<file path="config.mk">
export PLATFORM = sky130hd
export DESIGN_NAME = lda_cmd_arbiter_flat
export DESIGN_NICKNAME = d
export VERILOG_FILES = /design/src/rtl/lda_cmd_arbiter_pkg.sv /design/src/rtl/lda_cmd_arbiter_if.sv /design/src/rtl/lda_cmd_arbiter_rr_picker.sv /design/src/rtl/lda_cmd_arbiter.sv /design/src/flat_wrapper.sv
export SDC_FILE = /design/constraint.sdc
export NUM_CORES = 1
export LEC_CHECK = 0
export ABC_AREA = 1
export CORE_MARGIN = 3
export CORE_UTILIZATION = 43
export DETAILED_ROUTE_END_ITERATION = 16
export PLACE_DENSITY = 0.81
export RECOVER_POWER = 50
export SKIP_CTS_REPAIR_TIMING = 1
export SLEW_MARGIN = 20
export SYNTH_ARGS = -nofsm -noshare
export SYNTH_HDL_FRONTEND = slang
export SYNTH_SLANG_ARGS = --single-unit
</file>
<file path="constraint.sdc">
create_clock -name clk -period 1.6 [get_ports clk]
set_input_delay 0.32 -clock clk [delete_from_list [all_inputs] [get_ports clk]]
set_output_delay 0.32 -clock clk [all_outputs]
set_load 0.01 [all_outputs]
</file>
<file path="src/rtl/lda_cmd_arbiter_pkg.sv">
// lda_pkg: command layout, arbiter states and field widths shared by the line-draw arbiter
package lda_pkg;
    localparam int LDA_X_W = 9;
    localparam int LDA_Y_W = 8;
    localparam int LDA_C_W = 3;
    typedef struct packed {
        logic [LDA_C_W-1:0] colour;
        logic [LDA_Y_W-1:0] y1;
        logic [LDA_X_W-1:0] x1;
        logic [LDA_Y_W-1:0] y0;
        logic [LDA_X_W-1:0] x0;
    } lda_cmd_t;
    localparam int LDA_CMD_W = $bits(lda_cmd_t);
    typedef enum logic [1:0] {IDLE, ISSUE, WAIT_DONE} lda_arb_state_e;
endpackage

</file>
<file path="src/rtl/lda_cmd_arbiter_if.sv">
// lda_cmd_arbiter_if: requester handshakes plus the engine start/done/coordinate bus
interface lda_cmd_arbiter_if #(parameter int NUM_REQ = 2);
    import lda_pkg::*;
    logic [NUM_REQ-1:0]           req_valid;
    logic [NUM_REQ*LDA_CMD_W-1:0] req_cmd;
    logic [NUM_REQ-1:0]           req_ack;
    logic [NUM_REQ-1:0]           req_done;
    logic                         lda_ready;
    logic                         lda_done;
    logic                         lda_start;
    logic [LDA_X_W-1:0]           lda_x0;
    logic [LDA_Y_W-1:0]           lda_y0;
    logic [LDA_X_W-1:0]           lda_x1;
    logic [LDA_Y_W-1:0]           lda_y1;
    logic [LDA_C_W-1:0]           lda_colour;
    modport master (
        input  req_valid, req_cmd, lda_ready, lda_done,
        output req_ack, req_done, lda_start, lda_x0, lda_y0, lda_x1, lda_y1, lda_colour
    );
    modport slave (
        output req_valid, req_cmd, lda_ready, lda_done,
        input  req_ack, req_done, lda_start, lda_x0, lda_y0, lda_x1, lda_y1, lda_colour
    );
endinterface

</file>
<file path="src/rtl/lda_cmd_arbiter_rr_picker.sv">
// rr_picker: picks the first requester at or after ptr, wrapping, as one-hot grant and index
module rr_picker #(
    parameter int NUM_REQ = 2,
    parameter int GW      = (NUM_REQ > 1) ? $clog2(NUM_REQ) : 1
) (
    input  logic [NUM_REQ-1:0] req,
    input  logic [GW-1:0]      ptr,
    output logic [NUM_REQ-1:0] grant,
    output logic [GW-1:0]      idx,
    output logic               any
);
    int best;
    // smallest wrapped distance from ptr wins
    always_comb begin
        best = NUM_REQ;
        idx  = '0;
        for (int j = 0; j < NUM_REQ; j++)
            if (req[j] && (j + NUM_REQ - int'(ptr)) % NUM_REQ < best) begin
                best = (j + NUM_REQ - int'(ptr)) % NUM_REQ;
                idx  = GW'(j);
            end
    end
    assign any   = |req;
    assign grant = any ? NUM_REQ'(1) << idx : '0;
endmodule

</file>
<file path="src/rtl/lda_cmd_arbiter.sv">
// lda_cmd_arbiter: round-robin share of one line-draw engine, with command latch and watchdog
module lda_cmd_arbiter
    import lda_pkg::*;
#(
    parameter  int NUM_REQ = 2,
    parameter  int TIMEOUT = 1048576,
    localparam int GW      = (NUM_REQ > 1) ? $clog2(NUM_REQ) : 1,
    localparam int CW      = (TIMEOUT > 2) ? $clog2(TIMEOUT) : 1
) (
    input  logic                 clk,
    input  logic                 reset,
    lda_cmd_arbiter_if.master    bus,
    output logic                 busy,
    output logic [GW-1:0]        grant_id,
    output logic                 timeout_err,
    input  logic                 err_clr
);
    lda_arb_state_e     state, nxt;
    logic [GW-1:0]      rr_ptr, win_idx;
    logic [NUM_REQ-1:0] win_grant;
    logic               any, win, fire, fin, last;
    logic [CW-1:0]      cnt;
    lda_cmd_t           cmd, sel;

    rr_picker #(.NUM_REQ(NUM_REQ), .GW(GW)) u_pick (
        .req   (bus.req_valid),
        .ptr   (rr_ptr),
        .grant (win_grant),
        .idx   (win_idx),
        .any   (any)
    );

    always_comb begin
        sel = '0;
        for (int j = 0; j < NUM_REQ; j++)
            if (win_idx == GW'(j)) sel = bus.req_cmd[j*LDA_CMD_W +: LDA_CMD_W];
        last = cnt == CW'(TIMEOUT - 1);
        win  = state == IDLE && any;
        fire = state == ISSUE && bus.lda_ready;
        fin  = state == WAIT_DONE && (bus.lda_done || last);
        nxt  = win ? ISSUE : fire ? WAIT_DONE : fin ? IDLE : state;
    end

    // a done on the terminal count finishes cleanly, so the error only latches without it
    always_ff @(posedge clk or negedge reset)
        if (!reset) begin
            state         <= IDLE;
            rr_ptr        <= '0;
            cnt           <= '0;
            cmd           <= '0;
            grant_id      <= '0;
            timeout_err   <= 1'b0;
            bus.req_ack   <= '0;
            bus.req_done  <= '0;
            bus.lda_start <= 1'b0;
        end else begin
            state         <= nxt;
            cnt           <= state == WAIT_DONE ? cnt + 1'b1 : '0;
            bus.req_ack   <= win ? win_grant : '0;
            bus.lda_start <= fire;
            bus.req_done  <= fin ? NUM_REQ'(1) << grant_id : '0;
            timeout_err   <= (fin && !bus.lda_done) || (timeout_err && !err_clr);
            if (win) begin
                cmd      <= sel;
                grant_id <= win_idx;
            end
            if (fin) rr_ptr <= grant_id == GW'(NUM_REQ - 1) ? '0 : grant_id + 1'b1;
        end

    assign busy           = state != IDLE;
    assign bus.lda_x0     = cmd.x0;
    assign bus.lda_y0     = cmd.y0;
    assign bus.lda_x1     = cmd.x1;
    assign bus.lda_y1     = cmd.y1;
    assign bus.lda_colour = cmd.colour;
endmodule
</file>
<file path="src/flat_wrapper.sv">
// flat-port wrapper written by rule: the top's interface ports become plain ports
module lda_cmd_arbiter_flat import lda_pkg::*;
#(
    parameter  int NUM_REQ = 2,
    parameter  int TIMEOUT = 1048576,
    localparam int GW      = (NUM_REQ > 1) ? $clog2(NUM_REQ) : 1,
    localparam int CW      = (TIMEOUT > 2) ? $clog2(TIMEOUT) : 1
)
  (clk, reset, busy, grant_id, timeout_err, err_clr, bus_req_valid, bus_req_cmd, bus_lda_ready, bus_lda_done, bus_req_ack, bus_req_done, bus_lda_start, bus_lda_x0, bus_lda_y0, bus_lda_x1, bus_lda_y1, bus_lda_colour);
  lda_cmd_arbiter_if #(.NUM_REQ(NUM_REQ)) bus_i ();
  input  logic clk;
  input  logic reset;
  output logic busy;
  output logic [GW-1:0] grant_id;
  output logic timeout_err;
  input  logic err_clr;
  input wire logic [$bits(bus_i.req_valid)-1:0] bus_req_valid;
  input wire logic [$bits(bus_i.req_cmd)-1:0] bus_req_cmd;
  input wire logic [$bits(bus_i.lda_ready)-1:0] bus_lda_ready;
  input wire logic [$bits(bus_i.lda_done)-1:0] bus_lda_done;
  output wire logic [$bits(bus_i.req_ack)-1:0] bus_req_ack;
  output wire logic [$bits(bus_i.req_done)-1:0] bus_req_done;
  output wire logic [$bits(bus_i.lda_start)-1:0] bus_lda_start;
  output wire logic [$bits(bus_i.lda_x0)-1:0] bus_lda_x0;
  output wire logic [$bits(bus_i.lda_y0)-1:0] bus_lda_y0;
  output wire logic [$bits(bus_i.lda_x1)-1:0] bus_lda_x1;
  output wire logic [$bits(bus_i.lda_y1)-1:0] bus_lda_y1;
  output wire logic [$bits(bus_i.lda_colour)-1:0] bus_lda_colour;
  assign bus_i.req_valid = bus_req_valid;
  assign bus_i.req_cmd = bus_req_cmd;
  assign bus_i.lda_ready = bus_lda_ready;
  assign bus_i.lda_done = bus_lda_done;
  assign bus_req_ack = bus_i.req_ack;
  assign bus_req_done = bus_i.req_done;
  assign bus_lda_start = bus_i.lda_start;
  assign bus_lda_x0 = bus_i.lda_x0;
  assign bus_lda_y0 = bus_i.lda_y0;
  assign bus_lda_x1 = bus_i.lda_x1;
  assign bus_lda_y1 = bus_i.lda_y1;
  assign bus_lda_colour = bus_i.lda_colour;
  lda_cmd_arbiter #(.NUM_REQ(NUM_REQ), .TIMEOUT(TIMEOUT)) u_core (.clk(clk), .reset(reset), .bus(bus_i), .busy(busy), .grant_id(grant_id), .timeout_err(timeout_err), .err_clr(err_clr));
endmodule
</file>
==> results by group, run 1 <==
Global route
  • Vias in the first global route: approximately 2.9k
  • GR Util All Layers: 21.8%
  • Grt met3 use: 8.94%
  • Met2 track demand over resource: between 30% and 40%
  • M1 GR Usage: 25.2%
  • Global route hottest layer: met2
  • Initial antenna violation count: 0
  • Global-route wire length before repair: 13.3 mm
  • Pin count of the biggest net entering global routing: 39
  • Total overflow reported by the global router: 0

Synth
  • Largest cells by area after synthesis: sky130_fd_sc_hd__dfrtp_1 56%, sky130_fd_sc_hd__nand2_1 19%, sky130_fd_sc_hd__nand3_1 8.0%
  • Share of the synthesized area in the top cell type: a little under three fifths
  • Cell area after synthesis: approximately 3000 um2
  • Most area-hungry cell type in the Yosys netlist: sky130_fd_sc_hd__dfrtp_1
  • Synthesis-stage register bit count: 67
  • Count of yosys warnings during synthesis: 0
  • Sequential area share after synthesis: between 50% and 60%
  • Synthesized area divided by synthesized cell count: 8.01 um2
  • Synth unique cells: 19
  • Net count after synthesis: about 460
  • Post-synthesis instance total: 373

Clocking
  • Number of clock sinks seen by CTS: 67
  • Number of buffers created by CTS: 9
  • Clock transition at the registers of the reported paths: 0.07 ns
  • Clock tree from TritonCTS: built
  • Maximum buffer depth of the clock tree: 2
  • Worst-Skew Late Latency: between 0.3 and 0.4 ns
  • Clock H-tree levels: 3
  • Clock Root Buffer: sky130_fd_sc_hd__clkbuf_8

Floorplan
  • Boundary pin count: 126
  • Initial core utilization: 45.7%
  • Chip height: 89.4 um
  • Die X-Extent: between 80 and 90 um
  • Standard-cell rows: 29
  • Total die area: 7980 um2
  • Standard cell core area: 6530 um2

Setup path
  • Worst Path Class, Setup: reg -> out
  • Crit end category: output pin
  • Slowest cell on the critical path: sky130_fd_sc_hd__clkdlybuf4s50_1
  • Cell count of the worst reg-to-reg path: 6
  • Max FO, Critical Path: 2
  • Worst path buffer plus inverter count: 1
  • Required time of the critical path: 1.28 ns
  • Launching point of the worst reg2reg path: u_core.state[1]
  • Crit path cell chain: clkdlybuf4s50_1
  • Startpoint Class: flop
  • Worst R2R Setup Slack: 0.12 ns
  • Longest individual stage delay on the worst path: 0.55 ns
  • Worst flop-to-flop path endpoint: u_core.bus.lda_x1[5]
  • Arrival time of the worst setup path: 1.25 ns
  • Worst path top cell family by delay: buffers and inverters

Pwr
  • Cell leakage power: about 2.4 nW
  • Pwr Density: 1450 nW/um2
  • Worst IR drop on VDD: 0.835 mV
  • Post-layout power: 6.76 mW

Drt
  • Routed length per instance: 14.3 um
  • First-pass iteration count of the detailed router: 4
  • Final ANT Viol Nets: 0
  • Number of remaining DRC errors: 0
  • Detailed-route wire length: around 8.4 mm
  • Initial detailed-routing violation count: between 100 and 150
  • Ratio of routed vias to standard cells: 4.99
  • Overall via count from detail_route: 2952

Placement
  • Count of port buffers added during placement: 125
  • Final HPWL DP: 6.20 mm
  • Final weighted congestion of routability-driven global placement: 0.780
  • Number of cells after detailed placement: 572
  • Area after detailed placement: 4420 um2

Timing
  • Achievable clock frequency: between 600 and 700 MHz
  • Worst-margin pin slew: 0.546 ns
  • Pins Over Slew Limit: 0
  • Hold WS: 0.449 ns
  • Clock Skew: 0.0117 ns
  • Min Tclk post-route: 1.57 ns
  • Worst slew margin relative to its limit: 63.6%
  • Final worst-path cycle share: 98.0%
  • Final hold violations: 0
  • Final number of setup-violating endpoints: 0

Finish
  • Total Nets Final: 591
  • Fillers: 493
  • Combined area of the multi-input logic cells: 1160 um2
  • Design Area, Final: approximately 4700 um2
  • Utilization after layout: 71.6%
  • Area Growth Syn to Fin: 56.4%
  • Area taken by flip-flops and latches: 1680 um2
  • Ratio of cells with drive above 1 in the final layout: 7.00%
  • Post-layout instance count excluding filler cells: between 500 and 600
  • Antenna Diode Count: 0

Status
  • Run status: complete, no violations

Worst hold path
  • Worst hold path class: in -> async

Job
  • # Max-Cap Violations: 0
logic make-up after synthesis:
logic type	after synthesis	synth area share, %
buffers and inverters	40	5.61
flip-flops	67	56.1
XOR/XNOR	3	0.880
adder cells (fa/ha/maj)	1	0.419
AO/OA/AOI/OAI	23	3.94
AND/OR/NAND/NOR	239	33.0
worst max-delay path by stage:
stage               cells past startpoint              endpoint  slack, ns                 start
finish                                  1         bus_lda_x1[0]       0.03  u_core.bus.lda_x1[0]
global route                            1         bus_lda_x1[0]    -0.0008  u_core.bus.lda_x1[0]
global placement                        5       u_core.grant_id       0.06      bus_req_valid[1]
CTS                                     3                  busy      -0.25       u_core.state[1]
detailed placement                      6  u_core.bus.lda_x1[4]      0.009      bus_req_valid[1]
floorplan                               8       u_core.state[1]       0.26         u_core.cnt[0]
layer usage:
metal,wire length [um],up-vias
met5,0,-
met4,172,0
met3,800,14
met2,4270,120
met1,3200,1368
li1,-,1450
synth_stat cells:
master / n
sky130_fd_sc_hd__a21oi_1: 11
sky130_fd_sc_hd__a31oi_1: 2
sky130_fd_sc_hd__buf_2: 5
sky130_fd_sc_hd__buf_4: 3
sky130_fd_sc_hd__clkbuf_1: 5
sky130_fd_sc_hd__dfrtp_1: 67
sky130_fd_sc_hd__ha_1: 1
sky130_fd_sc_hd__inv_1: 27
sky130_fd_sc_hd__nand2_1: 153
sky130_fd_sc_hd__nand3_1: 48
sky130_fd_sc_hd__nand4_1: 3
sky130_fd_sc_hd__nor2_1: 28
sky130_fd_sc_hd__nor2_2: 1
sky130_fd_sc_hd__nor2_4: 2
sky130_fd_sc_hd__nor3_1: 4
sky130_fd_sc_hd__o21ai_0: 9
sky130_fd_sc_hd__o21ai_1: 1
sky130_fd_sc_hd__xnor2_1: 1
sky130_fd_sc_hd__xor2_1: 2
power breakdown:
part,switching [mW],total [mW],internal (mW)
clock network,0.685,1.41,0.729
registers,0.317,2.56,2.25
logic,1.34,2.78,1.43
total,2.35,6.76,4.41
layout by cell type (no fill, tap or decap):
cell	instances
sky130_fd_sc_hd__xor2_1	2
sky130_fd_sc_hd__dlygate4sd3_1	1
sky130_fd_sc_hd__a21oi_1	11
sky130_fd_sc_hd__nand3_2	1
sky130_fd_sc_hd__clkdlybuf4s50_1	91
sky130_fd_sc_hd__clkinvlp_4	2
sky130_fd_sc_hd__dlymetal6s2s_1	22
sky130_fd_sc_hd__clkbuf_8	9
sky130_fd_sc_hd__a31oi_1	2
sky130_fd_sc_hd__inv_1	27
sky130_fd_sc_hd__buf_12	4
sky130_fd_sc_hd__clkinv_4	1
sky130_fd_sc_hd__nand2_1	153
sky130_fd_sc_hd__clkbuf_4	1
sky130_fd_sc_hd__clkbuf_2	1
sky130_fd_sc_hd__dfrtp_1	67
sky130_fd_sc_hd__xnor2_1	1
sky130_fd_sc_hd__buf_2	1
sky130_fd_sc_hd__inv_6	2
sky130_fd_sc_hd__buf_4	6
sky130_fd_sc_hd__clkdlybuf4s25_1	10
sky130_fd_sc_hd__nand3_1	47
sky130_fd_sc_hd__nand4_1	3
sky130_fd_sc_hd__nor3_1	4
sky130_fd_sc_hd__nor2_1	26
sky130_fd_sc_hd__nor2_4	2
sky130_fd_sc_hd__buf_1	1
sky130_fd_sc_hd__nor2_2	3
sky130_fd_sc_hd__o21ai_0	10
sky130_fd_sc_hd__ha_2	1
sky130_fd_sc_hd__clkinv_2	1
sky130_fd_sc_hd__bufinv_16	1
registers in the layout, indices dropped and copies added (netlist names):
register,flops
u_core.bus.lda_colour,3
u_core.bus.lda_start,1
u_core.bus.lda_x0,9
u_core.bus.lda_x1,9
u_core.bus.lda_y0,8
u_core.bus.lda_y1,8
u_core.bus.req_ack,2
u_core.bus.req_done,2
u_core.cnt,20
u_core.grant_id,1
u_core.rr_ptr,1
u_core.state,2
u_core.timeout_err,1
stage by stage:
step / setup TNS [ns] / setup slack [ns]
after floorplan: 0 / 0.258
after global placement: 0 / 0.0596
after detailed placement: 0 / 0.00884
after CTS: -0.312 / -0.251
after global routing: -0.000798 / -0.000798
final: 0 / 0.0325
layout make-up:
class                   count  area share, %
flip-flops and latches     67           35.9
repair buffers            138           30.9
multi-input cells         266           24.7
clock buffers               9           2.65
inverters                  27           2.17
well taps                  77           2.06
clock inverters             7           1.63
(Power assumes the default switching activity.)
==> run 2, diff against run 1 <==
- HOLD_SLACK_MARGIN: default -> 0.02
- PLACE_DENSITY: 0.81 -> 0.84
==> results by group, run 2 (synthesis gave the netlist of run 1 again) <==
Finish
  • Area Growth Syn to Fin: 55.2%
  • Antenna Diode Count: 0 (unchanged)
  • Ratio of cells with drive above 1 in the final layout: 6.46% (-0.55 points)
  • Total Nets Final: 589 (-0.34%)
  • Utilization after layout: 71.0% (-0.54 points)
  • Max reg flops: 20 (unchanged)
  • Most frequent standard cell in the layout excluding fill and tap cells: sky130_fd_sc_hd__nand2_1
  • Commonest non-fill, non-tap cells in the layout: 153 x sky130_fd_sc_hd__nand2_1, 89 x sky130_fd_sc_hd__clkdlybuf4s50_1, 67 x sky130_fd_sc_hd__dfrtp_1
  • Reg with most FFs: u_core.cnt

Drt
  • Wire length on met1: 3.18 mm (-0.69%)
  • Routed wire length on met3: 784 um (-2.0%)
  • Overall via count from detail_route: 2958 (+0.20%)
  • First-pass iteration count of the detailed router: 4 (unchanged)
  • Total met2 wirelength after detailed routing: 4.52 mm (+5.7%)
  • Initial detailed-routing violation count: 166 (+31%)
  • Number of remaining DRC errors: 0 (unchanged)
  • Final ANT Viol Nets: 0 (unchanged)
  • Ratio of routed vias to standard cells: 5.03 (+0.71%)
  • Detailed-route wire length: 8.61 mm (+1.9%)
  • Highest routing layer actually used: met4
  • Routed length per instance: 14.6 um (+2.4%)

Floorplan
  • Total die area: 7980 um2 (unchanged)
  • Boundary pin count: 126 (unchanged)
  • Initial core utilization: 45.7% (unchanged)
  • Chip height: 89.4 um (unchanged)
  • Standard-cell rows: 29 (unchanged)
  • Die X-Extent: 89.4 um (unchanged)
  • Standard cell core area: 6530 um2 (unchanged)

Setup path
  • Startpoint Class: flop
  • Longest individual stage delay on the worst path: 0.55 ns (about the same)
  • Worst path buffer plus inverter count: 1 (unchanged)
  • Worst Path Class, Setup: reg -> out
  • Arrival time of the worst setup path: 1.25 ns (about the same)
  • Max FO, Critical Path: 2 (unchanged)
  • Worst path top cell family by delay: buffers and inverters
  • Required time of the critical path: 1.28 ns (about the same)
  • Crit path cell chain: clkdlybuf4s50_1
  • Crit end category: output pin
  • Slowest cell on the critical path: sky130_fd_sc_hd__clkdlybuf4s50_1

Clocking
  • Clock Root Buffer: sky130_fd_sc_hd__clkbuf_8
  • Clock H-tree levels: 3 (unchanged)
  • Number of clock sinks seen by CTS: 67 (unchanged)
  • Number of buffers created by CTS: 9 (unchanged)
  • Maximum buffer depth of the clock tree: 2 (unchanged)
  • Clock transition at the registers of the reported paths: 0.07 ns (about the same)
  • Clock tree from TritonCTS: built
  • Worst-Skew Late Latency: 0.34 ns (about the same)

Timing
  • Clock Skew: 0.00728 ns (-0.00442 ns)
  • Min Tclk post-route: 1.57 ns (+0.00227 ns)
  • Final number of setup-violating endpoints: 0 (unchanged)
  • Final hold violations: 0 (unchanged)
  • Hold WS: 0.484 ns (+0.0350 ns)
  • Achievable clock frequency: 637 MHz (-0.14%)
  • Final worst-path cycle share: 98.1% (+0.14 points)
  • Setup total negative slack: 0 ns (unchanged)
  • Worst-margin pin slew: 0.896 ns (+0.351 ns)
  • Pins Over Slew Limit: 0 (unchanged)
  • Worst slew margin relative to its limit: 40.2% (-23 points)

Placement
  • Final weighted congestion of routability-driven global placement: 0.808 (+3.6%)
  • Final HPWL DP: 6.19 mm (about the same)
  • Count of port buffers added during placement: 125 (unchanged)

Global route
  • Total overflow reported by the global router: 0 (unchanged)
  • Vias in the first global route: 2977 (+3.6%)
  • GR Util All Layers: 21.9% (+0.031 points)
  • Global-route wire length before repair: 13.3 mm (+0.16%)
  • Initial antenna violation count: 0 (unchanged)
  • Pin count of the biggest net entering global routing: 68 (+74%)

Job
  • # Max-Cap Violations: 0 (unchanged)

Pwr
  • Post-layout power: 6.74 mW (-0.32%)
  • Pwr Density: 1450 nW/um2 (+0.43%)
  • Cell leakage power: 2.35 nW (about the same)
  • Worst IR drop on VDD: 0.832 mV (-0.36%)

Status
  • Run status: complete, no violations

Worst hold path
  • Worst hold path class: reg -> reg
-- run 2: changes by cell type in the layout (fill, tap and decap cells not counted), sizes merged --
cell           delta
clkdlybuf4s50     -2
inv               -2
clkinvlp          -1
dlymetal6s2s      +1
buf               -4
clkbuf            +5
-- run 2: power by group --
| part | switching (mW) | leakage (nW) | internal [mW] |
|---|---|---|---|
| clock network | 0.638 | 0.0954 | 0.754 |
| logic | 1.37 | 1.39 | 1.40 |
| registers | 0.330 | 0.866 | 2.25 |
| total | 2.34 | 2.35 | 4.40 |
-- run 2: area by class of cell --
class | instances | area (um2)
clock buffers | 11 | 141
clock inverters | 4 | 51.3
fillers | 500 | 1890
inverters | 27 | 101
multi-input cells | 266 | 1160
flip-flops and latches | 67 | 1680
well taps | 77 | 96.3
repair buffers | 136 | 1410
-- run 2: per-layer routing --
metal | track usage, % | up-vias
li1 | - | 1444
met1 | 24.2 | 1404
met2 | 37.2 | 98
met3 | 11.1 | 12
met4 | 5.95 | 0
met5 | 0 | -
-- run 2: worst paths after layout --
check | from | to | slack (ns) | depth (start not counted)
setup / recovery | u_core.bus.lda_x1[1] | bus_lda_x1[1] | 0.03 | 1
hold / removal | u_core.rr_ptr | u_core.rr_ptr | 0.48 | 2
setup reg to reg | u_core.cnt[0] | u_core.state[1] | 0.15 | 8
hold reg to reg | u_core.rr_ptr | u_core.rr_ptr | 0.48 | 2
max in group asynchronous | reset | u_core.bus.lda_x1[1] | 0.26 | 3
min in group asynchronous | reset | u_core.bus.req_done[1] | 0.75 | 3
-- run 2: through the flow --
step	worst slack [ns]	instances	instance area [um2]
after floorplan	0.258	373	2990
after detailed placement	-0.00134	570	4400
after CTS	-0.254	585	4590
final	0.0302	588	4640
after global routing	-0.00151	588	4640
after global placement	0.0534	570	4400
